===== src/rtl/dtl_burst_master.sv =====
// Queued burst DTL master: an in-order command queue feeds a one-at-a-time
// DTL issuer. Write beats pass straight through to DTL, read beats pass
// straight back to the client, and a beat counter drives WriteLast and checks
// the slave's ReadLast.
module dtl_burst_master #(
  parameter int D_WIDTH     = 32,
  parameter int ADDR_WIDTH  = 32,
  parameter int BLOCK_WIDTH = 5,
  parameter int QUEUE_DEPTH = 4,
  parameter int NUM_ENABLES = D_WIDTH / 8
) (
  input  logic                   iClk,
  input  logic                   iReset,
  // client request side
  input  logic                   iReqValid,
  output logic                   oReqAccept,
  input  logic                   iReqWrite,
  input  logic [ADDR_WIDTH-1:0]  iReqAddress,
  input  logic [BLOCK_WIDTH-1:0] iReqBlockSize,
  // client write stream
  input  logic [D_WIDTH-1:0]     iWriteData,
  input  logic [NUM_ENABLES-1:0] iWriteEnable,
  input  logic                   iWriteDataValid,
  output logic                   oWriteDataAccept,
  // client read stream
  output logic [D_WIDTH-1:0]     oReadData,
  output logic                   oReadDataValid,
  output logic                   oReadLast,
  input  logic                   iReadAccept,
  // status
  output logic                   oBusy,
  output logic                   oProtocolError,
  // DTL side
  input  logic                   iDTL_CommandAccept,
  input  logic                   iDTL_WriteAccept,
  input  logic                   iDTL_ReadValid,
  input  logic                   iDTL_ReadLast,
  input  logic [D_WIDTH-1:0]     iDTL_ReadData,
  output logic                   oDTL_CommandValid,
  output logic                   oDTL_CommandReadWrite,
  output logic [ADDR_WIDTH-1:0]  oDTL_Address,
  output logic [BLOCK_WIDTH-1:0] oDTL_BlockSize,
  output logic                   oDTL_WriteValid,
  output logic [D_WIDTH-1:0]     oDTL_WriteData,
  output logic [NUM_ENABLES-1:0] oDTL_WriteEnable,
  output logic                   oDTL_WriteLast,
  output logic                   oDTL_ReadAccept
);

  localparam int PTR_W   = $clog2(QUEUE_DEPTH);
  localparam int ENTRY_W = 1 + ADDR_WIDTH + BLOCK_WIDTH;
  localparam logic [PTR_W:0] Q_FULL = (PTR_W + 1)'(QUEUE_DEPTH);

  typedef enum logic [1:0] {IDLE, CMD, WDATA, RDATA} state_t;

  state_t                 state;
  logic [ENTRY_W-1:0]     qMem [QUEUE_DEPTH];
  logic [PTR_W-1:0]       wrPtr;
  logic [PTR_W-1:0]       rdPtr;
  logic [PTR_W:0]         qCount;

  logic                   cmdRead;
  logic [ADDR_WIDTH-1:0]  cmdAddress;
  logic [BLOCK_WIDTH-1:0] cmdBlockSize;
  logic [BLOCK_WIDTH-1:0] beatCount;
  logic                   protocolError;

  logic                   headWrite;
  logic [ADDR_WIDTH-1:0]  headAddress;
  logic [BLOCK_WIDTH-1:0] headBlockSize;

  logic inCmd, inWrite, inRead;
  logic writeBeat, readBeat, lastCount, burstDone;
  logic qNotEmpty, push, pop;

  assign {headWrite, headAddress, headBlockSize} = qMem[rdPtr];

  // Handshake and queue control decode
  always_comb begin
    inCmd     = (state == CMD);
    inWrite   = (state == WDATA);
    inRead    = (state == RDATA);
    qNotEmpty = (qCount != '0);
    lastCount = (beatCount == cmdBlockSize);
    writeBeat = inWrite & iWriteDataValid & iDTL_WriteAccept;
    readBeat  = inRead & iDTL_ReadValid & iReadAccept;
    burstDone = (writeBeat | readBeat) & lastCount;
    push      = iReqValid & oReqAccept;
    pop       = qNotEmpty & ((state == IDLE) | burstDone);
  end

  // Queue storage; entries are only meaningful between push and pop
  always_ff @(posedge iClk) begin
    if (push) qMem[wrPtr] <= {iReqWrite, iReqAddress, iReqBlockSize};
  end

  // Queue pointers and occupancy; simultaneous push and pop leave count unchanged
  always_ff @(posedge iClk) begin
    if (iReset) begin
      wrPtr  <= '0;
      rdPtr  <= '0;
      qCount <= '0;
    end else begin
      if (push) wrPtr <= wrPtr + 1'b1;
      if (pop)  rdPtr <= rdPtr + 1'b1;
      case ({push, pop})
        2'b10:   qCount <= qCount + 1'b1;
        2'b01:   qCount <= qCount - 1'b1;
        default: ;
      endcase
    end
  end

  // Transaction sequencer: loads the queue head, issues the command, counts beats
  always_ff @(posedge iClk) begin
    if (iReset) begin
      state         <= IDLE;
      cmdRead       <= 1'b0;
      cmdAddress    <= '0;
      cmdBlockSize  <= '0;
      beatCount     <= '0;
      protocolError <= 1'b0;
    end else begin
      if (readBeat && (iDTL_ReadLast != lastCount)) protocolError <= 1'b1;
      case (state)
        IDLE: begin
          if (pop) begin
            cmdRead      <= ~headWrite;
            cmdAddress   <= headAddress;
            cmdBlockSize <= headBlockSize;
            state        <= CMD;
          end
        end
        CMD: begin
          if (iDTL_CommandAccept) begin
            beatCount <= '0;
            state     <= cmdRead ? RDATA : WDATA;
          end
        end
        WDATA, RDATA: begin
          if (writeBeat || readBeat) begin
            beatCount <= beatCount + 1'b1;
            // burst ends on our own count, whatever the slave's ReadLast says
            if (lastCount) begin
              if (pop) begin
                cmdRead      <= ~headWrite;
                cmdAddress   <= headAddress;
                cmdBlockSize <= headBlockSize;
                state        <= CMD;
              end else begin
                state <= IDLE;
              end
            end
          end
        end
        default: state <= IDLE;
      endcase
    end
  end

  assign oReqAccept            = (qCount < Q_FULL);
  assign oBusy                 = qNotEmpty | (state != IDLE);
  assign oProtocolError        = protocolError;

  assign oDTL_CommandValid     = inCmd;
  assign oDTL_CommandReadWrite = cmdRead;
  assign oDTL_Address          = cmdAddress;
  assign oDTL_BlockSize        = cmdBlockSize;

  assign oDTL_WriteValid       = inWrite & iWriteDataValid;
  assign oDTL_WriteData        = inWrite ? iWriteData : '0;
  assign oDTL_WriteEnable      = inWrite ? iWriteEnable : '0;
  assign oDTL_WriteLast        = inWrite & lastCount;
  assign oWriteDataAccept      = writeBeat;

  assign oReadDataValid        = inRead & iDTL_ReadValid;
  assign oReadData             = inRead ? iDTL_ReadData : '0;
  assign oReadLast             = inRead & lastCount;
  assign oDTL_ReadAccept       = inRead & iReadAccept;

endmodule


===== config.mk =====
export PLATFORM = sky130hd
export DESIGN_NAME = dtl_burst_master
export DESIGN_NICKNAME = d
export VERILOG_FILES = /design/src/rtl/dtl_burst_master.sv
export SDC_FILE = /design/constraint.sdc
export NUM_CORES = 1
export LEC_CHECK = 0
export ABC_AREA = 1
export CELL_PAD_IN_SITES_DETAIL_PLACEMENT = 1
export CELL_PAD_IN_SITES_GLOBAL_PLACEMENT = 1
export CORE_AREA = 5 5 159 176
export DETAILED_ROUTE_END_ITERATION = 8
export DIE_AREA = 0 0 164 181
export GPL_TIMING_DRIVEN = 0
export PLACE_DENSITY_LB_ADDON = 0.1
export SLEW_MARGIN = 20
export SYNTH_ARGS = -nofsm -noshare
export SYNTH_HDL_FRONTEND = slang
export SYNTH_SLANG_ARGS = --single-unit

===== constraint.sdc =====
create_clock -name iClk -period 2.37 [get_ports iClk]
set_input_delay 0.3555 -clock iClk [delete_from_list [all_inputs] [get_ports iClk]]
set_output_delay 0.3555 -clock iClk [all_outputs]
set_load 0.05 [all_outputs]

* After elaboration in Yosys (flattened, before gate mapping) *
Memories as Yosys holds them, arrays and structs flattened. A register that Yosys moved wholly into a read port is not among the register bits.
Index checks and enable logic that the tools add are counted.

word-level totals
  memories = 1
  output and inout bits = 116
  memory bits (writable) = 152
  input bits = 115
  logic and storage cells = 83
  register bits after elaboration = 53

operators by class
  muxes and demuxes = 30
  reductions and logical operators = 12
  $lt $le $gt $ge = 1
  bitwise logic cells = 14
  $add $sub $neg = 5
  equality and inequality tests = 11

memories
  name  depth  width  read ports  clocked after Yosys merged registers in  wr ports  line  text
  qMem  4      38     1           1                                        1         57    logic [ENTRY_W-1:0] qMem [QUEUE_DEPTH];

operators with widths
  kind                 count
  $mux 32              5
  $pmux 32 s2          1
  $mux 5               5
  $pmux 5 s2           2
  $mux 2               6
  $and 1x1->1          10
  $ne 2x2->1 const B   4
  $reduce_bool 2->1    4
  $mux 1               7
  $eq 2x2->1 const B   3
  $pmux 2 s3           1
  $pmux 3 s2           1
  $reduce_and 3->1     2
  $add 5x1->5 const B  1
  $eq 5x5->1           1
  $add 2x1->2 const B  2
  $eq 2x1->1 const B   2
  $mux 4               1
  $reduce_and 4->1     1
  $add 3x1->3 const B  1
  $lt 3x3->1 const B   1
  $or 1x1->1           3
  $reduce_bool 3->1    1
  $sub 3x1->3 const B  1
  other kinds (7)      7

* Depth between registers and ports, before layout *
Gate-level depths: netlist of run 1.

  depth after elaboration = 11
  mapped depth = 17
  depth with buffers taken out = 16

* Worst setup path after synthesis of run 1 *
OpenSTA, ideal clock, no wires.

  kind = register to register
  start = register qCount[2]
  end = memory qMem[0][0] (netlist name), enable pin
  required time = 1.937 ns
  setup slack = -0.631 ns
  cell stages (with the launch flop) = 4
  clock period less this slack = 3.001 ns
  setup time = 0.433 ns
  buffers on the path = 0
  arrival time = 2.568 ns
  cell sequence = dfxtp_1 > inv_1 > nand2_1 > nor2_1

on the way
  word-level cells in the longest chain between the ends = 4

RTL lines
  element                       line  text
  start, declared               60    logic [PTR_W:0] qCount;
  start signal, assigned        107   2'b10: qCount <= qCount + 1'b1;
  start signal, assigned        108   2'b01: qCount <= qCount - 1'b1;
  $lt 3x3->1                    161   assign oReqAccept = (qCount < Q_FULL);
  net oReqAccept                16    output logic oReqAccept,
  $and 1x1->1                   88    push = iReqValid & oReqAccept;
  $mux 1                        94    if (push) qMem[wrPtr] <= {iReqWrite, iReqAddress, iReqBlockSize};
  $mux 1 (implied by the code)  94
  end, declared                 57

The timed path passes the listed nets, and every way through them passes these cells.

* Final worst setup path of run 1 *
  start = register state[1]
  end = register qCount[2]

on the way
  word-level cells in the longest chain between the ends = 9
  elaborated cells on any way between the ends = 15
  classes of those cells = 4 x eq/ne; 1 x mux; 8 x bitwise; 2 x reduce/logical

RTL lines
  element                                                 line    text
  start, declared                                         56      state_t state;
  start signal, assigned                                  137     state <= cmdRead ? RDATA : WDATA;
  $eq 2x2->1 (on tied branches)                           81, 82
  $and 1x1->1 (on tied branches) (2 in series)            85, 86
  $or 1x1->1                                              87      burstDone = (writeBeat | readBeat) & lastCount;
  $and 1x1->1                                             87
  $or 1x1->1 *                                            89      pop = qNotEmpty & ((state == IDLE) | burstDone);
  $and 1x1->1 *                                           89
  net pop                                                 74      logic qNotEmpty, push, pop;
  $eq 2x1->1 / $eq 2x2->1 (equally long branches)         106     case ({push, pop})
  $pmux 3 s2 / $reduce_bool 2->1 (equally long branches)  -

Mark *: on every way through the listed nets, which the timed path passes. The rest lies on a longest branch.
A chain may end at the register's enable or synchronous reset.

==> impl_metrics.env, run 1 <==
export IMPL_status="finished, final reports clean"
export IMPL_area_growth_pct=44.4
export IMPL_end_kind="flip-flop"
export IMPL_grt_antenna_before_repair=0
export IMPL_syn_nets=940
export IMPL_grt_overflow_total=0
export IMPL_nFillCells=2913
export IMPL_setup_tns_ns=0
export IMPL_r2r_cells=17
export IMPL_grt_pass1_vias=6944
export IMPL_path_cells="buf_8 -> inv_1 -> nor2_4 -> nand3_4 -> nand2_4 -> nand2_4 -> nand2_4 -> nand2_4 -> clkinv_4 -> buf_12 -> ha_4 -> inv_4 -> fa_2 -> a21oi_2 -> o21ai_2 -> o21ai_1 -> a21oi_1"
export IMPL_cp_buffers_inverters=5
export IMPL_critical_path_class="flip-flop to flip-flop"
export IMPL_skew_ns=0.0136
export IMPL_netlist_area_sq_mm=0.00847
export IMPL_startpoint_type="flip-flop"
export IMPL_drv_cap=0
export IMPL_p_leak_nw=4.83
export IMPL_postSynthAreaPerCell_sq_um=10.3
export IMPL_firstDrtPassIters=4
export IMPL_final_common_cell="nor2_1"
export IMPL_cp_num_cells=17
export IMPL_drc_errors=0
export IMPL_vias=6778
export IMPL_finalCritPeriodShare_pct=96.3
export IMPL_crit_path_max_fanout=7
export IMPL_grt_first_pass_wirelength_um=39600
export IMPL_r2r_setup_slack_ns=0.09
export IMPL_setup_viol=0
export IMPL_core_area_sq_mm=0.0259
export IMPL_cts_buffers=23
export IMPL_crit_top_cell="nand2_4"
export IMPL_r2r_end="qCount[2]"
export IMPL_drtIter0Drc=326
export IMPL_critical_path_top_delay_family="simple AND/OR/NAND/NOR gates"
export IMPL_routabilityCongestion=0.708
export IMPL_powerDensity_mw_per_mm2=1110
export IMPL_ioPinCount=231
export IMPL_chipWidth_um=164
export IMPL_drive_gt1_share_pct=14.5
export IMPL_placed_area_sq_mm=0.0115
export IMPL_postLayoutCoreUtil_pct=47.2
export IMPL_critPathRequiredTime_ns=2.76
export IMPL_clock_latency_ns=0.50
export IMPL_dp_hpwl_um=19200
export IMPL_start_util_pct=32.7
export IMPL_die_area_sq_mm=0.0297
export IMPL_grt_max_degree=19
export IMPL_vias_per_cell=4.66
export IMPL_wl_um=26400
export IMPL_min_path_cells=2
export IMPL_peakVddDrop_mv=0.730
export IMPL_antenna_cells=0
export IMPL_clk_pin_slew_ns=0.06
export IMPL_avgRoutedWirePerCell_um=18.1
export IMPL_layout_min_cycle_time_ns=2.28
export IMPL_io_buffers=230
export IMPL_power_total_mw=13.6
export IMPL_yosysWarnings=0
export IMPL_max_freq_ghz=0.438
export IMPL_hold_path_class="flip-flop to flip-flop"
export IMPL_final_cell_area_sq_mm=0.0122
export IMPL_min_to="oProtocolError"
export IMPL_grt_total_usage_pct=16.9
export IMPL_critical_path_arrival_ns=2.67
export IMPL_dieHeight_um=181
export IMPL_synth_cell_types=31
export IMPL_fin_nets=1210
export IMPL_mostFrequentLayoutCells="nor2_1 (223), clkdlybuf4s50_1 (154), edfxtp_1 (152), o21ai_0 (106), inv_1 (96)"
export IMPL_rows=62
export IMPL_ant_nets=0
export IMPL_final_hold_viol_count=0
export IMPL_cts_sinks=207
export IMPL_critPathSlowestCell="fa_2"
export IMPL_critPathMaxStageDelay_ns=0.37
export IMPL_ys_ff_latch=207
export IMPL_synth_seq_area_share_pct=66.9
export IMPL_tritoncts="done"
export IMPL_r2r_start="state[1]"
export IMPL_cts_root_buf="clkbuf_16"
export IMPL_maxSlewViolCount=0
export IMPL_max_slew_margin_pct=55.8
export IMPL_hold_start="oProtocolError"
export IMPL_syn_inst=818
export IMPL_max_clock_path_buffers=3
export IMPL_worstMarginPinSlew_ns=0.664
export IMPL_rsz0062_at_grt="true"
export IMPL_fin_hold_ws_ns=0.452
export IMPL_htree_levels=1
## state kept, by name (all words and copies together) (netlist names), named ones only
register and count:
wrPtr 2, oProtocolError 1, oDTL_CommandReadWrite 1, qMem 152, state 2, oDTL_BlockSize 5, rdPtr 2, oDTL_Address 32
qCount 3, beatCount 5
## layer usage
layer	global-route usage, %	wire length [um]	vias up
li1	-	-	3261
met1	20.3	11100	3248
met2	30.5	13000	239
met3	4.01	1960	30
met4	4.33	376	0
met5	0	0	-
## how the worst max path moves through the flow
stage,from,endpoint,slack [ns]
floorplan,qCount[2],qMem[0][0],-0.10
global placement,iReqValid,qMem[3][25],-1.21
detailed placement,iWriteDataValid,qCount[2],-0.42
CTS,state[1],qCount[2],-0.18
global route,state[1],qCount[2],-0.05
finish,state[1],qCount[2],0.09
## kinds of logic after synthesis
kind of cell             count (synthesis)  synth area share [%]
AND/OR/NAND/NOR                        284                  13.6
flip-flops                             207                  66.9
AO/OA/AOI/OAI                          171                  10.8
buffers and inverters                  143                  6.99
adder cells (fa/ha/maj)                  7                  1.12
XOR/XNOR                                 6                 0.621
## final cells by class
cell class	count	area, sq um	share of cell area [%]
sequential	207	5680	46.4
timing repair buffer	245	2440	20.0
multi-input combinational	468	2340	19.1
clock buffer	36	674	5.52
tap	352	440	3.60
inverter	99	379	3.10
buffer	44	256	2.10
clock inverter	4	15.0	0.123
## worst reg2reg max path, cell delays in order, from the launching register on
cell,delay (ns)
dfxtp_2,0.33
buf_8,0.14
inv_1,0.07
nor2_4,0.11
nand3_4,0.11
nand2_4,0.10
nand2_4,0.05
nand2_4,0.09
nand2_4,0.08
clkinv_4,0.07
buf_12,0.10
ha_4,0.13
inv_4,0.04
fa_2,0.37
a21oi_2,0.16
o21ai_2,0.07
o21ai_1,0.13
a21oi_1,0.05
## Yosys cell counts, drive strengths merged
library cell    n  share of area (%)
nand2          29                1.7
buf            10                1.1
edfxtp        152                 54
o22ai          37                2.7
o21ai         118                7.0
xnor2           3               0.31
xor2            3               0.31
o31ai           1              0.089
nor3            2               0.12
or2             1              0.074
ha              6               0.89
nand3b          1              0.089
fa              1               0.24
a22oi           1              0.089
inv            99                4.4
a21oi          14               0.83
dfxtp          55                 13
clkbuf         34                1.5
nand3           6               0.41
nand4           3               0.22
nor2          242                 11
## repair_timing
action | in CTS | in global routing
resized for setup | 224 | 117
setup buffers | 0 | 7
pin swaps | 0 | 6
hold buffers | 0 | 0
setup endpoints to repair | 74 | 74
## power by group
group	switching, mW	internal (mW)
combinational	3.69	1.87
sequential	0.249	4.56
clock	1.31	1.93
total	5.25	8.36
## per-stage QoR
stage | cells | setup slack [ns]
floorplan | 818 | -0.105
detailed placement | 1408 | -0.421
CTS | 1448 | -0.185
global route | 1455 | -0.0533
finish | 1455 | 0.0883
global placement | 1400 | -1.21
Power figures use the tool's default switching activity.
==> run 2: changes to the inputs <==
--- a/config.mk
+++ b/config.mk
@@ -6,9 +6,10 @@
 export NUM_CORES = 1
 export LEC_CHECK = 0
 export ABC_AREA = 1
-export CELL_PAD_IN_SITES_DETAIL_PLACEMENT = 1
+export CELL_PAD_IN_SITES_DETAIL_PLACEMENT = 0
 export CELL_PAD_IN_SITES_GLOBAL_PLACEMENT = 1
 export CORE_AREA = 5 5 159 176
+export CTS_CLUSTER_DIAMETER = 100
 export DETAILED_ROUTE_END_ITERATION = 8
 export DIE_AREA = 0 0 164 181
 export GPL_TIMING_DRIVEN = 0
==> constraint.sdc (replaced) <==
create_clock -name iClk -period 2.37 [get_ports iClk]
set_input_delay 0.474 -clock iClk [delete_from_list [all_inputs] [get_ports iClk]]
set_output_delay 0.474 -clock iClk [all_outputs]
set_load 0.05 [all_outputs]
==> impl_metrics.env, run 2 (synthesized netlist as in run 1, its figures left out) <==
export IMPL_ant_nets=0
export IMPL_grt_antenna_before_repair=0
export IMPL_r2r_start="state[1]"
export IMPL_hold_path_class="flip-flop to flip-flop"
export IMPL_dp_hpwl_um=17500
export IMPL_clk_pin_slew_ns=0.06
export IMPL_r2r_setup_slack_ns=0.15
export IMPL_grt_total_usage_pct=16.0
export IMPL_dieHeight_um=181
export IMPL_layout_min_cycle_time_ns=2.28
export IMPL_mostFrequentLayoutCells="nor2_1 (213), clkdlybuf4s50_1 (154), edfxtp_1 (152), o21ai_0 (106), inv_1 (95)"
export IMPL_top_register="qMem"
export IMPL_ioPinCount=231
export IMPL_power_total_mw=13.7
export IMPL_cts_root_buf="clkbuf_16"
export IMPL_finalCritPeriodShare_pct=96.3
export IMPL_drive_gt1_share_pct=16.6
export IMPL_critPathRequiredTime_ns=1.90
export IMPL_peakVddDrop_mv=0.590
export IMPL_die_area_sq_mm=0.0297
export IMPL_hold_start="oProtocolError"
export IMPL_chipWidth_um=164
export IMPL_maxSlewViolCount=0
export IMPL_largest_register_ffs=152
export IMPL_drtIter0Drc=268
export IMPL_fin_nets=1204
export IMPL_dp_worst_setup_slack_ns=-0.528
export IMPL_crit_start="state[1]"
export IMPL_drc_errors=0
export IMPL_rows=62
export IMPL_p_leak_nw=4.73
export IMPL_crit_path_max_fanout=10
export IMPL_final_common_cell="nor2_1"
export IMPL_final_setup_worst_slack_ns=0.0869
export IMPL_dp_cells=1408
export IMPL_final_cell_area_sq_mm=0.0124
export IMPL_max_freq_ghz=0.438
export IMPL_wl_met2_um=11800
export IMPL_core_area_sq_mm=0.0259
export IMPL_skew_ns=0.0178
export IMPL_firstDrtPassIters=5
export IMPL_grt_first_pass_wirelength_um=37500
export IMPL_io_buffers=230
export IMPL_startpoint_type="flip-flop"
export IMPL_htree_levels=1
export IMPL_tritoncts="done"
export IMPL_setup_tns_ns=0
export IMPL_highest_layer="met4"
export IMPL_cts_sinks=207
export IMPL_antenna_cells=0
export IMPL_min_path_cells=2
export IMPL_r2r_cells=16
export IMPL_max_slew_margin_pct=55.2
export IMPL_r2r_end="qCount[2]"
export IMPL_route_layer_met1_wl_um=10600
export IMPL_max_clock_path_buffers=3
export IMPL_start_util_pct=32.7
export IMPL_worstMarginPinSlew_ns=0.672
export IMPL_status="finished, final reports clean"
export IMPL_avgRoutedWirePerCell_um=17.2
export IMPL_vias=6585
export IMPL_grt_pass1_vias=6566
export IMPL_placed_area_sq_mm=0.0115
export IMPL_cts_buffers=22
export IMPL_grt_overflow_total=0
export IMPL_setup_viol=0
export IMPL_min_to="oProtocolError"
export IMPL_powerDensity_mw_per_mm2=1110
export IMPL_clock_latency_ns=0.51
export IMPL_wl_um=25000
export IMPL_drv_cap=0
export IMPL_final_hold_viol_count=0
export IMPL_vias_per_cell=4.54
export IMPL_wl_met3_um=2010
export IMPL_area_growth_pct=46.0
export IMPL_critical_path_arrival_ns=1.81
export IMPL_end_kind="output pin"
export IMPL_critical_path_class="flip-flop to output pin"
export IMPL_routabilityCongestion=0.708
export IMPL_grt_max_degree=19
export IMPL_final_cells=1450
## run 2: routing by layer
layer  vias up  global-route usage, %
met5         -                      0
met4         0                   4.09
met3        34                   3.56
met2       249                   28.0
met1      3050                   20.0
li1       3252                      -
## run 2: area by class of cell
| type | count | area, sq um |
|---|---|---|
| timing repair buffer | 241 | 2530 |
| inverter | 99 | 379 |
| sequential | 207 | 5680 |
| multi-input combinational | 468 | 2360 |
| clock buffer | 28 | 614 |
| tap | 352 | 440 |
| buffer | 43 | 244 |
| fill | 2490 | 13600 |
| clock inverter | 12 | 116 |
## run 2: power breakdown
| part | leakage, nW | switching, mW | total (mW) | internal [mW] |
|---|---|---|---|---|
| clock network | 0.349 | 1.38 | 3.44 | 2.05 |
| logic | 2.53 | 3.62 | 5.43 | 1.80 |
| registers | 1.85 | 0.241 | 4.80 | 4.56 |
## run 2: timing repair
item | in CTS | in global routing
setup buffers | 1 | 2
endpoints found under the setup margin | 78 | 62
gates resized for setup | 346 | 55
pin swaps | 0 | 2
hold buffers | 0 | 0
## run 2: worst max path at each step
stage,end,slack [ns],depth (start not counted)
2_1_floorplan,qMem[0][0],-0.10,3
3_3_place_gp,qMem[3][25],-1.33,3
3_5_place_dp,qCount[2],-0.53,15
4_1_cts,oDTL_WriteData[25],-0.07,8
5_1_grt,oDTL_WriteData[28],-0.02,8
6_report,oDTL_WriteEnable[0],0.09,8
## run 2: worst max-delay path, stage by stage (launching register included)
cell and delay [ns]:
dfxtp_2 0.33, buf_8 0.13, inv_1 0.07, nor2_4 0.14
inv_2 0.06, buf_6 0.14, buf_8 0.16, nor2_4 0.12
buf_8 0.16
## run 2: metrics by stage
step                hold WS [ns]  util [%]
finish                     0.450      47.7
CTS                        0.456      47.1
detailed placement         0.447      44.4
global route               0.490      47.7
floorplan                  0.459         -
global placement           0.436      43.4
==> run 3: changes to the inputs <==
--- a/config.mk
+++ b/config.mk
@@ -6,6 +6,7 @@
 export NUM_CORES = 1
 export LEC_CHECK = 0
 export ABC_AREA = 1
+export ABC_CLOCK_PERIOD_IN_PS = 2370
 export CELL_PAD_IN_SITES_DETAIL_PLACEMENT = 0
 export CELL_PAD_IN_SITES_GLOBAL_PLACEMENT = 1
 export CORE_AREA = 5 5 159 176
==> results of run 3 <==
No change in the layout: final DEF, timing and power equal those of run 2.
